===== config.mk =====
export PLATFORM = sky130hd
export DESIGN_NAME = cart_bus_if
export DESIGN_NICKNAME = d
export VERILOG_FILES = /design/src/rtl/cart_bus_if.sv
export SDC_FILE = /design/constraint.sdc
export NUM_CORES = 1
export LEC_CHECK = 0
export ABC_CLOCK_PERIOD_IN_PS = 2700
export BUFFER_PORTS_ARGS = -buffer_cell sky130_fd_sc_hd__buf_2
export CORE_ASPECT_RATIO = 1.4
export CORE_MARGIN = 2
export CORE_UTILIZATION = 35
export DETAILED_ROUTE_END_ITERATION = 12
export GPL_ROUTABILITY_DRIVEN = 1
export GPL_TIMING_DRIVEN = 0
export PLACE_DENSITY = 0.68
export SLEW_MARGIN = 25
export SYNTH_ARGS = -nofsm -noshare
export SYNTH_HDL_FRONTEND = slang
export SYNTH_SLANG_ARGS = --single-unit
export TNS_END_PERCENT = 20

===== constraint.sdc =====
create_clock -name clk -period 2.7 [get_ports clk]
set_clock_uncertainty 0.1 [all_clocks]
set_input_delay 0.135 -clock clk [delete_from_list [all_inputs] [get_ports clk]]
set_output_delay 0.135 -clock clk [all_outputs]
set_load 0.05 [all_outputs]

===== src/rtl/cart_bus_if.sv =====
// Sequences one core bus transaction at a time onto the cartridge pins with
// programmable setup/strobe/hold/turnaround timing; all pin outputs are registered.
module cart_bus_if #(
  parameter int SETUP_CYC  = 2,
  parameter int STROBE_CYC = 6,
  parameter int HOLD_CYC   = 2,
  parameter int TURN_CYC   = 1
) (
  input  logic        clk,
  input  logic        rst,
  input  logic        req,
  input  logic        we,
  input  logic [15:0] addr,
  input  logic [7:0]  wdata,
  output logic [7:0]  rdata,
  output logic        ack,
  output logic        busy,
  output logic [15:0] cart_a,
  output logic [7:0]  cart_d_out,
  output logic        cart_d_oe,
  input  logic [7:0]  cart_d_in,
  output logic        cart_rd_n,
  output logic        cart_wr_n,
  output logic        cart_cs_n
);

  typedef enum logic [2:0] {
    S_IDLE,
    S_SETUP,
    S_STROBE,
    S_HOLD,
    S_TURN
  } state_t;

  localparam logic [3:0] SETUP_LD  = 4'(SETUP_CYC - 1);
  localparam logic [3:0] STROBE_LD = 4'(STROBE_CYC - 1);
  localparam logic [3:0] HOLD_LD   = 4'(HOLD_CYC - 1);
  localparam logic [3:0] TURN_LD   = 4'(TURN_CYC - 1);

  state_t      state_q, state_d;
  logic [3:0]  cnt_q, cnt_d;
  logic [15:0] addr_q, addr_d;
  logic        we_q, we_d;
  logic [7:0]  wdata_q, wdata_d;

  logic [7:0]  rdata_q, rdata_d;
  logic        ack_q, ack_d;
  logic        busy_q, busy_d;
  logic [15:0] cart_a_q, cart_a_d;
  logic [7:0]  d_out_q, d_out_d;
  logic        d_oe_q, d_oe_d;
  logic        rd_n_q, rd_n_d;
  logic        wr_n_q, wr_n_d;
  logic        cs_n_q, cs_n_d;
  logic        active;

  always_comb begin
    state_d = state_q;
    cnt_d   = cnt_q;
    addr_d  = addr_q;
    we_d    = we_q;
    wdata_d = wdata_q;
    case (state_q)
      S_IDLE: begin
        if (req) begin
          state_d = S_SETUP;
          cnt_d   = SETUP_LD;
          addr_d  = addr;
          we_d    = we;
          wdata_d = wdata;
        end
      end
      S_SETUP: begin
        if (cnt_q == 4'd0) begin
          state_d = S_STROBE;
          cnt_d   = STROBE_LD;
        end else begin
          cnt_d = cnt_q - 4'd1;
        end
      end
      S_STROBE: begin
        if (cnt_q == 4'd0) begin
          // Zero-length HOLD/TURN phases fall straight through to the next one.
          if (HOLD_CYC > 0) begin
            state_d = S_HOLD;
            cnt_d   = HOLD_LD;
          end else if (TURN_CYC > 0) begin
            state_d = S_TURN;
            cnt_d   = TURN_LD;
          end else begin
            state_d = S_IDLE;
            cnt_d   = 4'd0;
          end
        end else begin
          cnt_d = cnt_q - 4'd1;
        end
      end
      S_HOLD: begin
        if (cnt_q == 4'd0) begin
          if (TURN_CYC > 0) begin
            state_d = S_TURN;
            cnt_d   = TURN_LD;
          end else begin
            state_d = S_IDLE;
            cnt_d   = 4'd0;
          end
        end else begin
          cnt_d = cnt_q - 4'd1;
        end
      end
      S_TURN: begin
        if (cnt_q == 4'd0) begin
          state_d = S_IDLE;
          cnt_d   = 4'd0;
        end else begin
          cnt_d = cnt_q - 4'd1;
        end
      end
      default: begin
        state_d = S_IDLE;
        cnt_d   = 4'd0;
      end
    endcase
  end

  // Pin values are derived from the next state so they appear in the same cycle as it.
  always_comb begin
    active   = (state_d == S_SETUP) || (state_d == S_STROBE) || (state_d == S_HOLD);
    ack_d    = (state_q != S_IDLE) && (state_d == S_IDLE);
    busy_d   = (state_d != S_IDLE);
    cart_a_d = active ? addr_d : cart_a_q;
    cs_n_d   = !(active && (addr_d[15:13] == 3'b101));
    rd_n_d   = !(active && !we_d);
    wr_n_d   = !((state_d == S_STROBE) && we_d);
    d_oe_d   = active && we_d;
    d_out_d  = (active && we_d) ? wdata_d : d_out_q;
    rdata_d  = ((state_q == S_STROBE) && (cnt_q == 4'd0) && !we_q) ? cart_d_in : rdata_q;
  end

  always_ff @(posedge clk) begin
    if (rst) begin
      state_q  <= S_IDLE;
      cnt_q    <= 4'd0;
      addr_q   <= 16'd0;
      we_q     <= 1'b0;
      wdata_q  <= 8'd0;
      rdata_q  <= 8'd0;
      ack_q    <= 1'b0;
      busy_q   <= 1'b0;
      cart_a_q <= 16'd0;
      d_out_q  <= 8'd0;
      d_oe_q   <= 1'b0;
      rd_n_q   <= 1'b1;
      wr_n_q   <= 1'b1;
      cs_n_q   <= 1'b1;
    end else begin
      state_q  <= state_d;
      cnt_q    <= cnt_d;
      addr_q   <= addr_d;
      we_q     <= we_d;
      wdata_q  <= wdata_d;
      rdata_q  <= rdata_d;
      ack_q    <= ack_d;
      busy_q   <= busy_d;
      cart_a_q <= cart_a_d;
      d_out_q  <= d_out_d;
      d_oe_q   <= d_oe_d;
      rd_n_q   <= rd_n_d;
      wr_n_q   <= wr_n_d;
      cs_n_q   <= cs_n_d;
    end
  end

  assign rdata      = rdata_q;
  assign ack        = ack_q;
  assign busy       = busy_q;
  assign cart_a     = cart_a_q;
  assign cart_d_out = d_out_q;
  assign cart_d_oe  = d_oe_q;
  assign cart_rd_n  = rd_n_q;
  assign cart_wr_n  = wr_n_q;
  assign cart_cs_n  = cs_n_q;

endmodule

==> results of run 1 <==
tightest hold or removal path, delay by kind of cell:
family,cells,cell delay (ns)
AND/OR/NAND/NOR,1,0.13
buffers and inverters,1,0.08
multiplexers,1,0.07
layer usage:
| layer | track usage (%) | share of wire, % | up-vias |
|---|---|---|---|
| li1 | - | - | 1154 |
| met1 | 18.3 | 43 | 1072 |
| met2 | 28.3 | 51 | 59 |
| met3 | 4.28 | 4.8 | 10 |
| met4 | 7.53 | 1.7 | 0 |
| met5 | 0 | 0 | - |
through the flow:
step | area, um^2 | setup slack, ns | cells | hold slack [ns]
2_1_floorplan | 2670 | 0.778 | 265 | 0.179
6_report | 3670 | 0.476 | 482 | 0.0248
5_1_grt | 3670 | 0.233 | 482 | 0.0283
3_3_place_gp | 3150 | 0.425 | 434 | 0.268
4_1_cts | 3670 | 0.407 | 482 | 0.00682
3_5_place_dp | 3150 | 0.422 | 434 | 0.276
state kept, by name, indices dropped and copies added, names as in the netlist:
name and count:
cart_rd_n 1, cnt_q 4, cart_a 16, wdata_q 8, cart_wr_n 1, we_q 1
cart_cs_n 1, ack 1, cart_d_oe 1, state_q 3, cart_d_out 8, addr_q 16
busy 1, rdata 8
kinds of logic (layout without fill, tap and decap cells):
| kind of cell | count (synthesis) | in the layout | share of synthesized area (%) |
|---|---|---|---|
| simple gates | 93 | 93 | 16.6 |
| flops | 70 | 70 | 52.4 |
| compound gates | 41 | 41 | 12.3 |
| mux | 34 | 34 | 12.9 |
| buf+inv | 23 | 143 | 4.17 |
| fa+ha+maj | 2 | 2 | 0.936 |
| xor+xnor | 2 | 2 | 0.656 |
what timing repair did:
item,4_1_cts,5_1_grt
hold buffers,32,0
setup endpoints to repair,0,0
endpoints found under the hold margin,32,0
worst max-delay path by stage:
stage                     slack, ns     start    endpoint
after floorplan                0.78  cnt_q[0]    cnt_q[0]
after global placement         0.43  cnt_q[0]   cart_cs_n
after detailed placement       0.42  cnt_q[0]   cart_cs_n
after CTS                      0.41  cnt_q[0]   cart_cs_n
after global routing           0.23  cnt_q[0]  cart_a[10]
final                          0.48  cnt_q[0]  cart_a[10]
area by class of cell:
cell class / instances / area (um^2) / share of cell area, %
timing repair buffer: 104 / 681 / 18.5
sequential: 70 / 1400 / 38.1
clock buffer: 10 / 128 / 3.47
tap: 97 / 121 / 3.30
inverter: 4 / 15.0 / 0.409
buffer: 19 / 96.3 / 2.62
clock inverter: 6 / 71.3 / 1.94
multi-input combinational: 172 / 1160 / 31.6
cells in the mapped netlist, drive strengths merged, types with 2 or more instances:
cell	n	share of area [%]
a211o	2	0.66
a211oi	25	7.2
a21oi	3	0.56
a221oi	2	0.89
buf	9	2.2
clkbuf	10	1.4
dfxtp	70	52
ha	2	0.94
inv	4	0.56
mux2i	33	12
nand2	4	0.56
nand2b	2	0.47
nand3	2	0.37
nor2	65	9.1
nor3	5	0.94
nor3b	2	0.98
nor4b	3	1.2
o21ai	5	0.94
o32a	2	0.75
or3	2	0.47
power by group:
group | internal [mW] | leakage [nW] | switching, mW
clock | 0.433 | 0.0931 | 0.417
combinational | 0.641 | 0.980 | 1.26
sequential | 1.30 | 0.575 | 0.145
total | 2.37 | 1.65 | 1.82
==> summary.txt, run 1 <==
RUN STATUS
----------------------------------------------------------------------------------------------------
Status ................................................................................    completed

TIMING
----------------------------------------------------------------------------------------------------
Max Slew Vio Count ....................................................................            0
Worst rel slew slack ..................................................................        57.2%
RSZ-0062 raised after global routing ..................................................        false
Period utilization ....................................................................        82.4%
Post-layout min period ................................................................      2.22 ns
Total negative slack ..................................................................         0 ns
Final Hold Fails ......................................................................            0
Fmax ..................................................................................      450 MHz
Final setup vio count .................................................................            0
Slew at the pin closest to its max-slew limit .........................................     0.637 ns

GLOBAL ROUTING
----------------------------------------------------------------------------------------------------
Total congestion overflow after global routing ........................................            0
Largest net degree at the start of global routing .....................................           14
Number of antenna violations at the first check in global routing .....................            0
Via count of the first global-routing pass ............................................         2280
Gr usage total ........................................................................        16.2%
Wire length of the first global-routing pass ..........................................     10700 um

DRT
----------------------------------------------------------------------------------------------------
Routed via count ......................................................................         2295
Antenna Violating Nets Remaining ......................................................            0
Pre-Repair DR Iteration Count .........................................................            4
Post-detailed-route wirelength per cell ...............................................      13.4 um
Vias per cell .........................................................................         4.76
Wire length reported by the detailed router ...........................................      6480 um
Post-route DRC violation count ........................................................            0
Number of DRC violations after detailed-routing iteration 0 ...........................           63

CELLS AND AREA
----------------------------------------------------------------------------------------------------
Final core area utilization ...........................................................        49.9%
Fillers ...............................................................................          687
Area growth syn-to-layout .............................................................        37.5%
Most common library cell in the layout ignoring fill and taps ......................... sky130_fd_sc_hd__buf_2
NumNets Final .........................................................................          418
Number of diodes added for antenna fixing .............................................            0
Top library cells by usage in the layout, fill and taps aside ......................... 77 x sky130_fd_sc_hd__buf_2, 70 x sky130_fd_sc_hd__dfxtp_1, 65 x sky130_fd_sc_hd__nor2_1
Fraction of final layout cells sized beyond drive strength 1 ..........................        27.0%

CLOCK NETWORK
----------------------------------------------------------------------------------------------------
Worst skew pair latency ...............................................................      0.34 ns
Sinks on Clock Net ....................................................................           70
H-tree lvl count ......................................................................            3
Number of buffers created by CTS ......................................................            9
Clock-pin slew reported for the worst setup and hold paths after clock tree synthesis .      0.07 ns
Clock tree from TritonCTS .............................................................          yes
Clock root buffer master .............................................................. sky130_fd_sc_hd__clkbuf_8
CTS Buffer Depth ......................................................................            2
Number of buffers added for setup after CTS ...........................................            0
Cts repair resizes ....................................................................            0

CRITICAL PATH
----------------------------------------------------------------------------------------------------
Number of cells on the worst reg-to-reg path ..........................................            6
Worst Setup Start Kind ................................................................    flip-flop
Data arrival time of the critical path ................................................      2.33 ns
Reg2reg setup slack ...................................................................      0.48 ns
End of the worst register-to-register path ............................................   cart_a[10]
Cells along the critical path ......................................................... inv_1 -> ha_1 -> nor3b_4 -> a211oi_2 -> clkbuf_1 -> a211oi_1
CP required ...........................................................................      2.81 ns
Stages on worst setup path ............................................................            6
Slowest stage cell, crit path ......................................................... sky130_fd_sc_hd__a211oi_2
Top fanout value on the critical path .................................................           10
Kind of critical path .................................................................      reg2reg
Category of cells accounting for the largest share of critical-path delay ............. compound AO/OA/AOI/OAI gates
Critical path endpoint category .......................................................    flip-flop
Number of buffers and inverters on the critical path ..................................            2
CP peak stage delay ...................................................................      0.45 ns
Launch point of the worst reg-to-reg path .............................................     cnt_q[0]

JOB
----------------------------------------------------------------------------------------------------
Reported max-cap violation count ......................................................            0

SYNTHESIS
----------------------------------------------------------------------------------------------------
Syn. warnings .........................................................................            0
Combined area of all synthesized cells ................................................    2670 um^2
Count of distinct cell types in the synthesized netlist ...............................           40
Ys async rst share ....................................................................           0%
Average instance area after synthesis .................................................    10.1 um^2
Register bit total from synthesis .....................................................           70
Mapped Nets ...........................................................................          303
Sequential area share after synthesis .................................................        52.4%
Count of mapped cells out of synthesis ................................................          265
Dominant register cell in the synthesized netlist ..................................... sky130_fd_sc_hd__dfxtp_1
Number of synthesized flops with an enable pin ........................................            0

POWER AND IR DROP
----------------------------------------------------------------------------------------------------
Power density over the cells .......................................................... 1140 nW/um^2
Largest voltage drop on the vdd net ...................................................       552 uV
Post-layout power .....................................................................      4.20 mW
Static leakage ........................................................................      1.65 nW

PLACEMENT
----------------------------------------------------------------------------------------------------
Total of buffers placed on input and output ports .....................................           72
HPWL reported at the end of detailed placement ........................................      4420 um
Weighted congestion reported at the end of routability-driven placement ...............        0.805

WORST HOLD PATH
----------------------------------------------------------------------------------------------------
Worst Hold Path Cells .................................................................            3
Hold crit path type ...................................................................       in2reg
Hold path endpoint ....................................................................   addr_q[15]
Start point of the worst min-delay path ...............................................     addr[15]

DIE
----------------------------------------------------------------------------------------------------
Die span in y .........................................................................       107 um
Top-level I/O count ...................................................................           74
Die Wd ................................................................................      77.9 um
CORE AREA .............................................................................    7360 um^2
Rows ..................................................................................           37
Die ar. ...............................................................................    8360 um^2
Starting density of the core ..........................................................        36.3%

Power figures use the tool's default switching activity.
==> run 2, diff against run 1 <==
- ABC_AREA: not set -> 1
- ABC_CLOCK_PERIOD_IN_PS: 2700 -> 2200
- PLACE_DENSITY: 0.68 -> 0.67
- clock period: 2.7 -> 2.2 ns (I/O delays scaled with it)
==> summary.txt, run 2 <==
RUN STATUS
----------------------------------------------------------------------------------------------------
Status ................................................................................    completed

SYNTHESIS
----------------------------------------------------------------------------------------------------
Count of distinct cell types in the synthesized netlist ...............................           37
Biggest area contributors in the synthesized netlist .................................. sky130_fd_sc_hd__dfxtp_1 47%, sky130_fd_sc_hd__nor2_1 10%, sky130_fd_sc_hd__nand2_1 7.1%
Dominant register cell in the synthesized netlist ..................................... sky130_fd_sc_hd__dfxtp_1
Post-synthesis cell type with the largest combined area ............................... sky130_fd_sc_hd__dfxtp_1
Dominant cell by count in the synthesized netlist ..................................... sky130_fd_sc_hd__nor2_1
Number of synthesized flops with an enable pin ........................................            0
Combined area of all synthesized cells ................................................    3010 um^2
Ys async rst share ....................................................................           0%
Sequential area share after synthesis .................................................        46.6%
Syn. warnings .........................................................................            0
Average instance area after synthesis .................................................    8.20 um^2
List of most frequent post-synthesis cells ............................................ 83 x sky130_fd_sc_hd__nor2_1, 70 x sky130_fd_sc_hd__dfxtp_1, 57 x sky130_fd_sc_hd__nand2_1
Count of mapped cells out of synthesis ................................................          367
Share of the synthesized area in the top cell type ....................................        46.6%
Mapped Nets ...........................................................................          405
Register bit total from synthesis .....................................................           70

CRITICAL PATH
----------------------------------------------------------------------------------------------------
CP required ...........................................................................      2.31 ns
Data arrival time of the critical path ................................................      1.96 ns
Top fanout value on the critical path .................................................           10
Worst Setup Start Kind ................................................................    flip-flop
Reg2reg setup slack ...................................................................      0.35 ns
Critical path endpoint category .......................................................    flip-flop
Kind of critical path .................................................................      reg2reg

DIE
----------------------------------------------------------------------------------------------------
Rows ..................................................................................           40
Die ar. ...............................................................................    9370 um^2
CORE AREA .............................................................................    8460 um^2
Die Wd ................................................................................      82.4 um
Starting density of the core ..........................................................        35.6%
Top-level I/O count ...................................................................           74
Die span in y .........................................................................       114 um

PLACEMENT
----------------------------------------------------------------------------------------------------
Total of buffers placed on input and output ports .....................................           73
Weighted congestion reported at the end of routability-driven placement ...............        0.882
Post-placement worst setup slack ......................................................     0.368 ns
HPWL reported at the end of detailed placement ........................................      5320 um

CLOCK NETWORK
----------------------------------------------------------------------------------------------------
Worst skew pair latency ...............................................................      0.33 ns
Clock-pin slew reported for the worst setup and hold paths after clock tree synthesis .      0.05 ns
H-tree lvl count ......................................................................            3
Number of buffers created by CTS ......................................................            9
CTS Buffer Depth ......................................................................            2
Sinks on Clock Net ....................................................................           70
Cts repair resizes ....................................................................            0
Clock root buffer master .............................................................. sky130_fd_sc_hd__clkbuf_16
Clock tree from TritonCTS .............................................................          yes

DRT
----------------------------------------------------------------------------------------------------
Post-route DRC violation count ........................................................            0
Wire length reported by the detailed router ...........................................      7460 um
Antenna Violating Nets Remaining ......................................................            0
Vias per cell .........................................................................         4.58
Number of DRC violations after detailed-routing iteration 0 ...........................          132
Routed via count ......................................................................         2700
Pre-Repair DR Iteration Count .........................................................            4
Post-detailed-route wirelength per cell ...............................................      12.7 um

POWER AND IR DROP
----------------------------------------------------------------------------------------------------
Largest voltage drop on the vdd net ...................................................       805 uV
Static leakage ........................................................................      1.94 nW
Power density over the cells .......................................................... 1700 nW/um^2
Post-layout power .....................................................................      6.96 mW

CELLS AND AREA
----------------------------------------------------------------------------------------------------
Number of diodes added for antenna fixing .............................................            0
Top library cells by usage in the layout, fill and taps aside ......................... 83 x sky130_fd_sc_hd__nor2_1, 74 x sky130_fd_sc_hd__buf_2, 70 x sky130_fd_sc_hd__dfxtp_1
NumNets Final .........................................................................          519
Fillers ...............................................................................          820
Fraction of final layout cells sized beyond drive strength 1 ..........................        31.2%
Most common library cell in the layout ignoring fill and taps ......................... sky130_fd_sc_hd__nor2_1
Area growth syn-to-layout .............................................................        35.6%

GLOBAL ROUTING
----------------------------------------------------------------------------------------------------
Wire length of the first global-routing pass ..........................................     12400 um
Largest net degree at the start of global routing .....................................           11
Number of antenna violations at the first check in global routing .....................            0
Total congestion overflow after global routing ........................................            0
Via count of the first global-routing pass ............................................         2701
Gr usage total ........................................................................        17.4%

TIMING
----------------------------------------------------------------------------------------------------
Final Hold Fails ......................................................................            0
RSZ-0062 raised after global routing ..................................................        false
Worst setup margin ....................................................................     0.353 ns
Max Slew Vio Count ....................................................................            0
Slew at the pin closest to its max-slew limit .........................................     0.527 ns
Fmax ..................................................................................      542 MHz
Worst rel slew slack ..................................................................        64.9%
Total negative slack ..................................................................         0 ns
Post-layout min period ................................................................      1.85 ns
Worst hold slack after final layout ...................................................   0.00169 ns
Period utilization ....................................................................        83.9%
Final setup vio count .................................................................            0

WORST HOLD PATH
----------------------------------------------------------------------------------------------------
Hold crit path type ...................................................................       in2reg

JOB
----------------------------------------------------------------------------------------------------
Reported max-cap violation count ......................................................            0

-- run 2: worst paths after layout --
path	from	endpoint	depth (start not counted)
worst max-delay path	cnt_q[0]	cart_d_out[6]	9
worst max register to register	cnt_q[0]	cart_d_out[6]	9
worst min register to register	cart_a[8]	cart_a[8]	2
worst min-delay path	we	cart_rd_n	3
-- run 2: stage by stage --
| stage | cells | utilization (%) | instance area, um^2 |
|---|---|---|---|
| final | 589 | 48.3 | 4080 |
| after floorplan | 367 | - | 3010 |
| after global routing | 589 | 48.3 | 4080 |
| after detailed placement | 545 | 41.5 | 3510 |
| after CTS | 589 | 48.3 | 4080 |
| after global placement | 545 | 41.5 | 3510 |
-- run 2: cell families after synthesis --
logic type               after synthesis  share of synthesized area (%)
flip-flops                            70                           46.6
AND/OR/NAND/NOR                      202                           32.6
AO/OA/AOI/OAI                         49                           11.0
XOR/XNOR                               2                          0.582
buffers and inverters                 42                           8.44
adder cells (fa/ha/maj)                2                          0.831
-- run 2: worst max-delay path, cell delays in order, from the launching register on --
cell,delay (ns)
sky130_fd_sc_hd__dfxtp_1,0.37
sky130_fd_sc_hd__inv_1,0.08
sky130_fd_sc_hd__ha_1,0.25
sky130_fd_sc_hd__nand3_1,0.14
sky130_fd_sc_hd__nand2_1,0.06
sky130_fd_sc_hd__nand3_1,0.17
sky130_fd_sc_hd__nand3_4,0.14
sky130_fd_sc_hd__buf_4,0.20
sky130_fd_sc_hd__a21oi_1,0.14
sky130_fd_sc_hd__nor2_1,0.07
-- run 2: timing repair --
| item | 4_1_cts | 5_1_grt |
|---|---|---|
| hold endpoints to repair | 30 | 0 |
| hold buffers | 30 | 0 |
| buffers inserted | 0 | 0 |
-- run 2: area by class of cell --
cell class	count	area (um^2)	share of cell area [%]
plain buffers	18	156	3.83
inverters	24	97.6	2.39
clock inverters	1	5.00	0.123
well taps	105	131	3.22
flip-flops and latches	70	1400	34.3
multi-input cells	255	1360	33.2
clock buffers	13	270	6.62
repair buffers	103	666	16.3
-- run 2: per-layer routing --
| metal | global-route usage, % | vias to the layer above | share of wire (%) |
|---|---|---|---|
| met5 | 0 | - | 0 |
| met2 | 30.4 | 68 | 51 |
| li1 | - | 1396 | - |
| met4 | 7.22 | 0 | 2.2 |
| met3 | 4.27 | 13 | 5.1 |
| met1 | 19.8 | 1223 | 42 |
-- run 2: power by group --
group | switching (mW) | leakage [nW] | internal (mW)
clock | 0.490 | 0.138 | 0.840
sequential | 0.195 | 0.577 | 1.70
combinational | 2.54 | 1.22 | 1.20
total | 3.22 | 1.94 | 3.73
==> run 3, diff against run 2 <==
- ABC_CLOCK_PERIOD_IN_PS: 2200 -> 1550
- PLACE_DENSITY: 0.67 -> 0.69
- clock period: 2.2 -> 1.55 ns (I/O delays scaled with it)
==> summary.txt, run 3 (same netlist as run 2, synthesis figures left out) <==
CLOCK NETWORK
----------------------------------------------------------------------------------------------------
Clock root buffer master .............................................................. sky130_fd_sc_hd__clkbuf_16
Clock tree from TritonCTS .............................................................          yes
Clock-pin slew reported for the worst setup and hold paths after clock tree synthesis .      0.05 ns
Sinks on Clock Net ....................................................................           70
Number of buffers created by CTS ......................................................            9
Worst skew pair latency ...............................................................      0.33 ns
CTS Buffer Depth ......................................................................            2
H-tree lvl count ......................................................................            3

TIMING
----------------------------------------------------------------------------------------------------
RSZ-0062 raised after global routing ..................................................         true
Fmax ..................................................................................      618 MHz
Period utilization ....................................................................         104%
Final Hold Fails ......................................................................            0
Post-layout min period ................................................................      1.62 ns
Slew at the pin closest to its max-slew limit .........................................     0.561 ns
Worst rel slew slack ..................................................................        62.6%
Max Slew Vio Count ....................................................................            0
Total negative slack ..................................................................     -1.07 ns
Worst setup margin ....................................................................   -0.0683 ns
Final setup vio count .................................................................           27
Worst hold slack after final layout ...................................................     0.160 ns

CRITICAL PATH
----------------------------------------------------------------------------------------------------
Slowest stage cell, crit path ......................................................... sky130_fd_sc_hd__dfxtp_2
CP peak stage delay ...................................................................      0.32 ns
CP required ...........................................................................      1.71 ns
Launch point of the worst reg-to-reg path .............................................     cnt_q[0]
Kind of critical path .................................................................      reg2reg
Category of cells accounting for the largest share of critical-path delay ............. simple AND/OR/NAND/NOR gates
Worst Setup Start Kind ................................................................    flip-flop
End of the worst register-to-register path ............................................    cart_a[3]
Number of cells on the worst reg-to-reg path ..........................................           10
Reg2reg setup slack ...................................................................     -0.07 ns
Number of buffers and inverters on the critical path ..................................            3
Cells along the critical path ......................................................... inv_2 -> ha_4 -> nand4_1 -> nand3_4 -> nand3_4 -> buf_12 -> clkbuf_16 -> nand2_1 -> nand2_1 -> nor2_1
Data arrival time of the critical path ................................................      1.78 ns
Top fanout value on the critical path .................................................            6
Critical path endpoint category .......................................................    flip-flop

CELLS AND AREA
----------------------------------------------------------------------------------------------------
Area growth syn-to-layout .............................................................        53.3%
Top library cells by usage in the layout, fill and taps aside ......................... 75 x sky130_fd_sc_hd__nor2_1, 73 x sky130_fd_sc_hd__buf_2, 64 x sky130_fd_sc_hd__dfxtp_1
Final core area utilization ...........................................................        54.6%
Most common library cell in the layout ignoring fill and taps ......................... sky130_fd_sc_hd__nor2_1
Total area of multi-input combinational cells .........................................    1550 um^2
Fraction of final layout cells sized beyond drive strength 1 ..........................        42.5%
NumNets Final .........................................................................          542
Finished Layout Cells .................................................................          613
Number of diodes added for antenna fixing .............................................            0
Register cell area after layout .......................................................    1420 um^2
Fillers ...............................................................................          727

GLOBAL ROUTING
----------------------------------------------------------------------------------------------------
Gr usage total ........................................................................        18.4%
Wire length of the first global-routing pass ..........................................     13100 um
Largest net degree at the start of global routing .....................................           12
Total congestion overflow after global routing ........................................            0
Number of antenna violations at the first check in global routing .....................            0
Via count of the first global-routing pass ............................................         2867

RUN STATUS
----------------------------------------------------------------------------------------------------
Status ................................................................................ finished, violations left
Failing checks ........................................................................ setup timing

DIE
----------------------------------------------------------------------------------------------------
Die ar. ...............................................................................    9370 um^2
Die Wd ................................................................................      82.4 um
Die span in y .........................................................................       114 um
Rows ..................................................................................           40
CORE AREA .............................................................................    8460 um^2
Top-level I/O count ...................................................................           74
Starting density of the core ..........................................................        35.6%

POWER AND IR DROP
----------------------------------------------------------------------------------------------------
Post-layout power .....................................................................      12.0 mW
Power density over the cells .......................................................... 2600 nW/um^2
Largest voltage drop on the vdd net ...................................................      1630 uV
Static leakage ........................................................................      2.14 nW

JOB
----------------------------------------------------------------------------------------------------
Reported max-cap violation count ......................................................            0

PLACEMENT
----------------------------------------------------------------------------------------------------
Dpl cells .............................................................................          545
Total of buffers placed on input and output ports .....................................           73
Weighted congestion reported at the end of routability-driven placement ...............        0.835
HPWL reported at the end of detailed placement ........................................      5330 um

DRT
----------------------------------------------------------------------------------------------------
Wire length reported by the detailed router ...........................................      8270 um
Pre-Repair DR Iteration Count .........................................................            4
Post-detailed-route wirelength per cell ...............................................      13.5 um
Routed via count ......................................................................         2869
Vias per cell .........................................................................         4.68
Number of DRC violations after detailed-routing iteration 0 ...........................          111
Post-route DRC violation count ........................................................            0
Antenna Violating Nets Remaining ......................................................            0

WORST HOLD PATH
----------------------------------------------------------------------------------------------------
Start point of the worst min-delay path ...............................................          req
Hold crit path type ...................................................................       in2reg
Worst Hold Path Cells .................................................................            6
Hold path endpoint ....................................................................     cnt_q[1]

## run 3: cell types whose count changed in the layout (fill, tap and decap cells not counted), moves of 4 or more
cell                            before  now
sky130_fd_sc_hd__nor2_2              2    7
sky130_fd_sc_hd__dfxtp_1            70   64
sky130_fd_sc_hd__nand2_2             7   16
sky130_fd_sc_hd__nor2_1             83   75
sky130_fd_sc_hd__nand3_1            12    6
sky130_fd_sc_hd__dlygate4sd3_1      30   35
sky130_fd_sc_hd__a21oi_1            12    6
sky130_fd_sc_hd__a21oi_2             1    7
sky130_fd_sc_hd__buf_8               0    5
sky130_fd_sc_hd__nand2_1            57   44
sky130_fd_sc_hd__nand2_4             2    6
sky130_fd_sc_hd__buf_4               5   14
## run 3: how the worst max path moves through the flow
stage	endpoint	start	slack (ns)	cells after the start
floorplan	cart_d_out[2]	cnt_q[0]	0.009	9
global placement	cart_cs_n	state_q[1]	-0.14	9
detailed placement	cart_d_out[4]	cnt_q[0]	-0.16	9
CTS	cart_a[9]	state_q[2]	-0.04	10
global route	cart_a[1]	cnt_q[0]	-0.16	10
finish	cart_a[3]	cnt_q[0]	-0.07	10
## run 3: worst reg2reg max path, delay by kind of cell (launching register included)
kind | cells | cell delay [ns]
flip-flops | 1 | 0.32
adder cells (fa/ha/maj) | 1 | 0.17
buffers and inverters | 3 | 0.38
AND/OR/NAND/NOR | 6 | 0.57
## run 3: final cells by class
cell class	count	area share, %
timing repair buffer	126	20.1
clock buffer	10	5.18
buffer	18	4.17
inverter	24	2.39
clock inverter	5	1.08
tap	105	2.85
sequential	70	30.7
multi-input combinational	255	33.5
## run 3: routing by layer
metal	vias to the layer above	GRT usage (%)	routed length, um
met5	-	0	0
met4	0	9.11	276
met1	1332	19.8	3210
met2	71	33.0	4450
li1	1447	-	-
met3	19	3.88	332
## run 3: timing repair
| action | in CTS | in global routing |
|---|---|---|
| hold buffers | 35 | 0 |
| pin swaps | 7 | 16 |
| gates resized for setup | 35 | 45 |
| cloned | 2 | 1 |
| buffers inserted | 13 | 2 |
| hold endpoints to repair | 40 | 0 |
| setup endpoints to repair | 52 | 45 |
## run 3: through the flow
stage                     worst slack [ns]  cell area (um^2)
after global routing                -0.158              4620
after global placement              -0.137              3520
final                              -0.0683              4620
after CTS                          -0.0400              4430
after detailed placement            -0.157              3520
after floorplan                    0.00894              3030
## run 3: report_power, final
group	internal [mW]	switching (mW)	total, mW	leakage (nW)
logic	2.97	4.31	7.28	1.41
registers	2.43	0.316	2.75	0.580
clock network	1.27	0.726	1.99	0.148
total	6.67	5.35	12.0	2.14
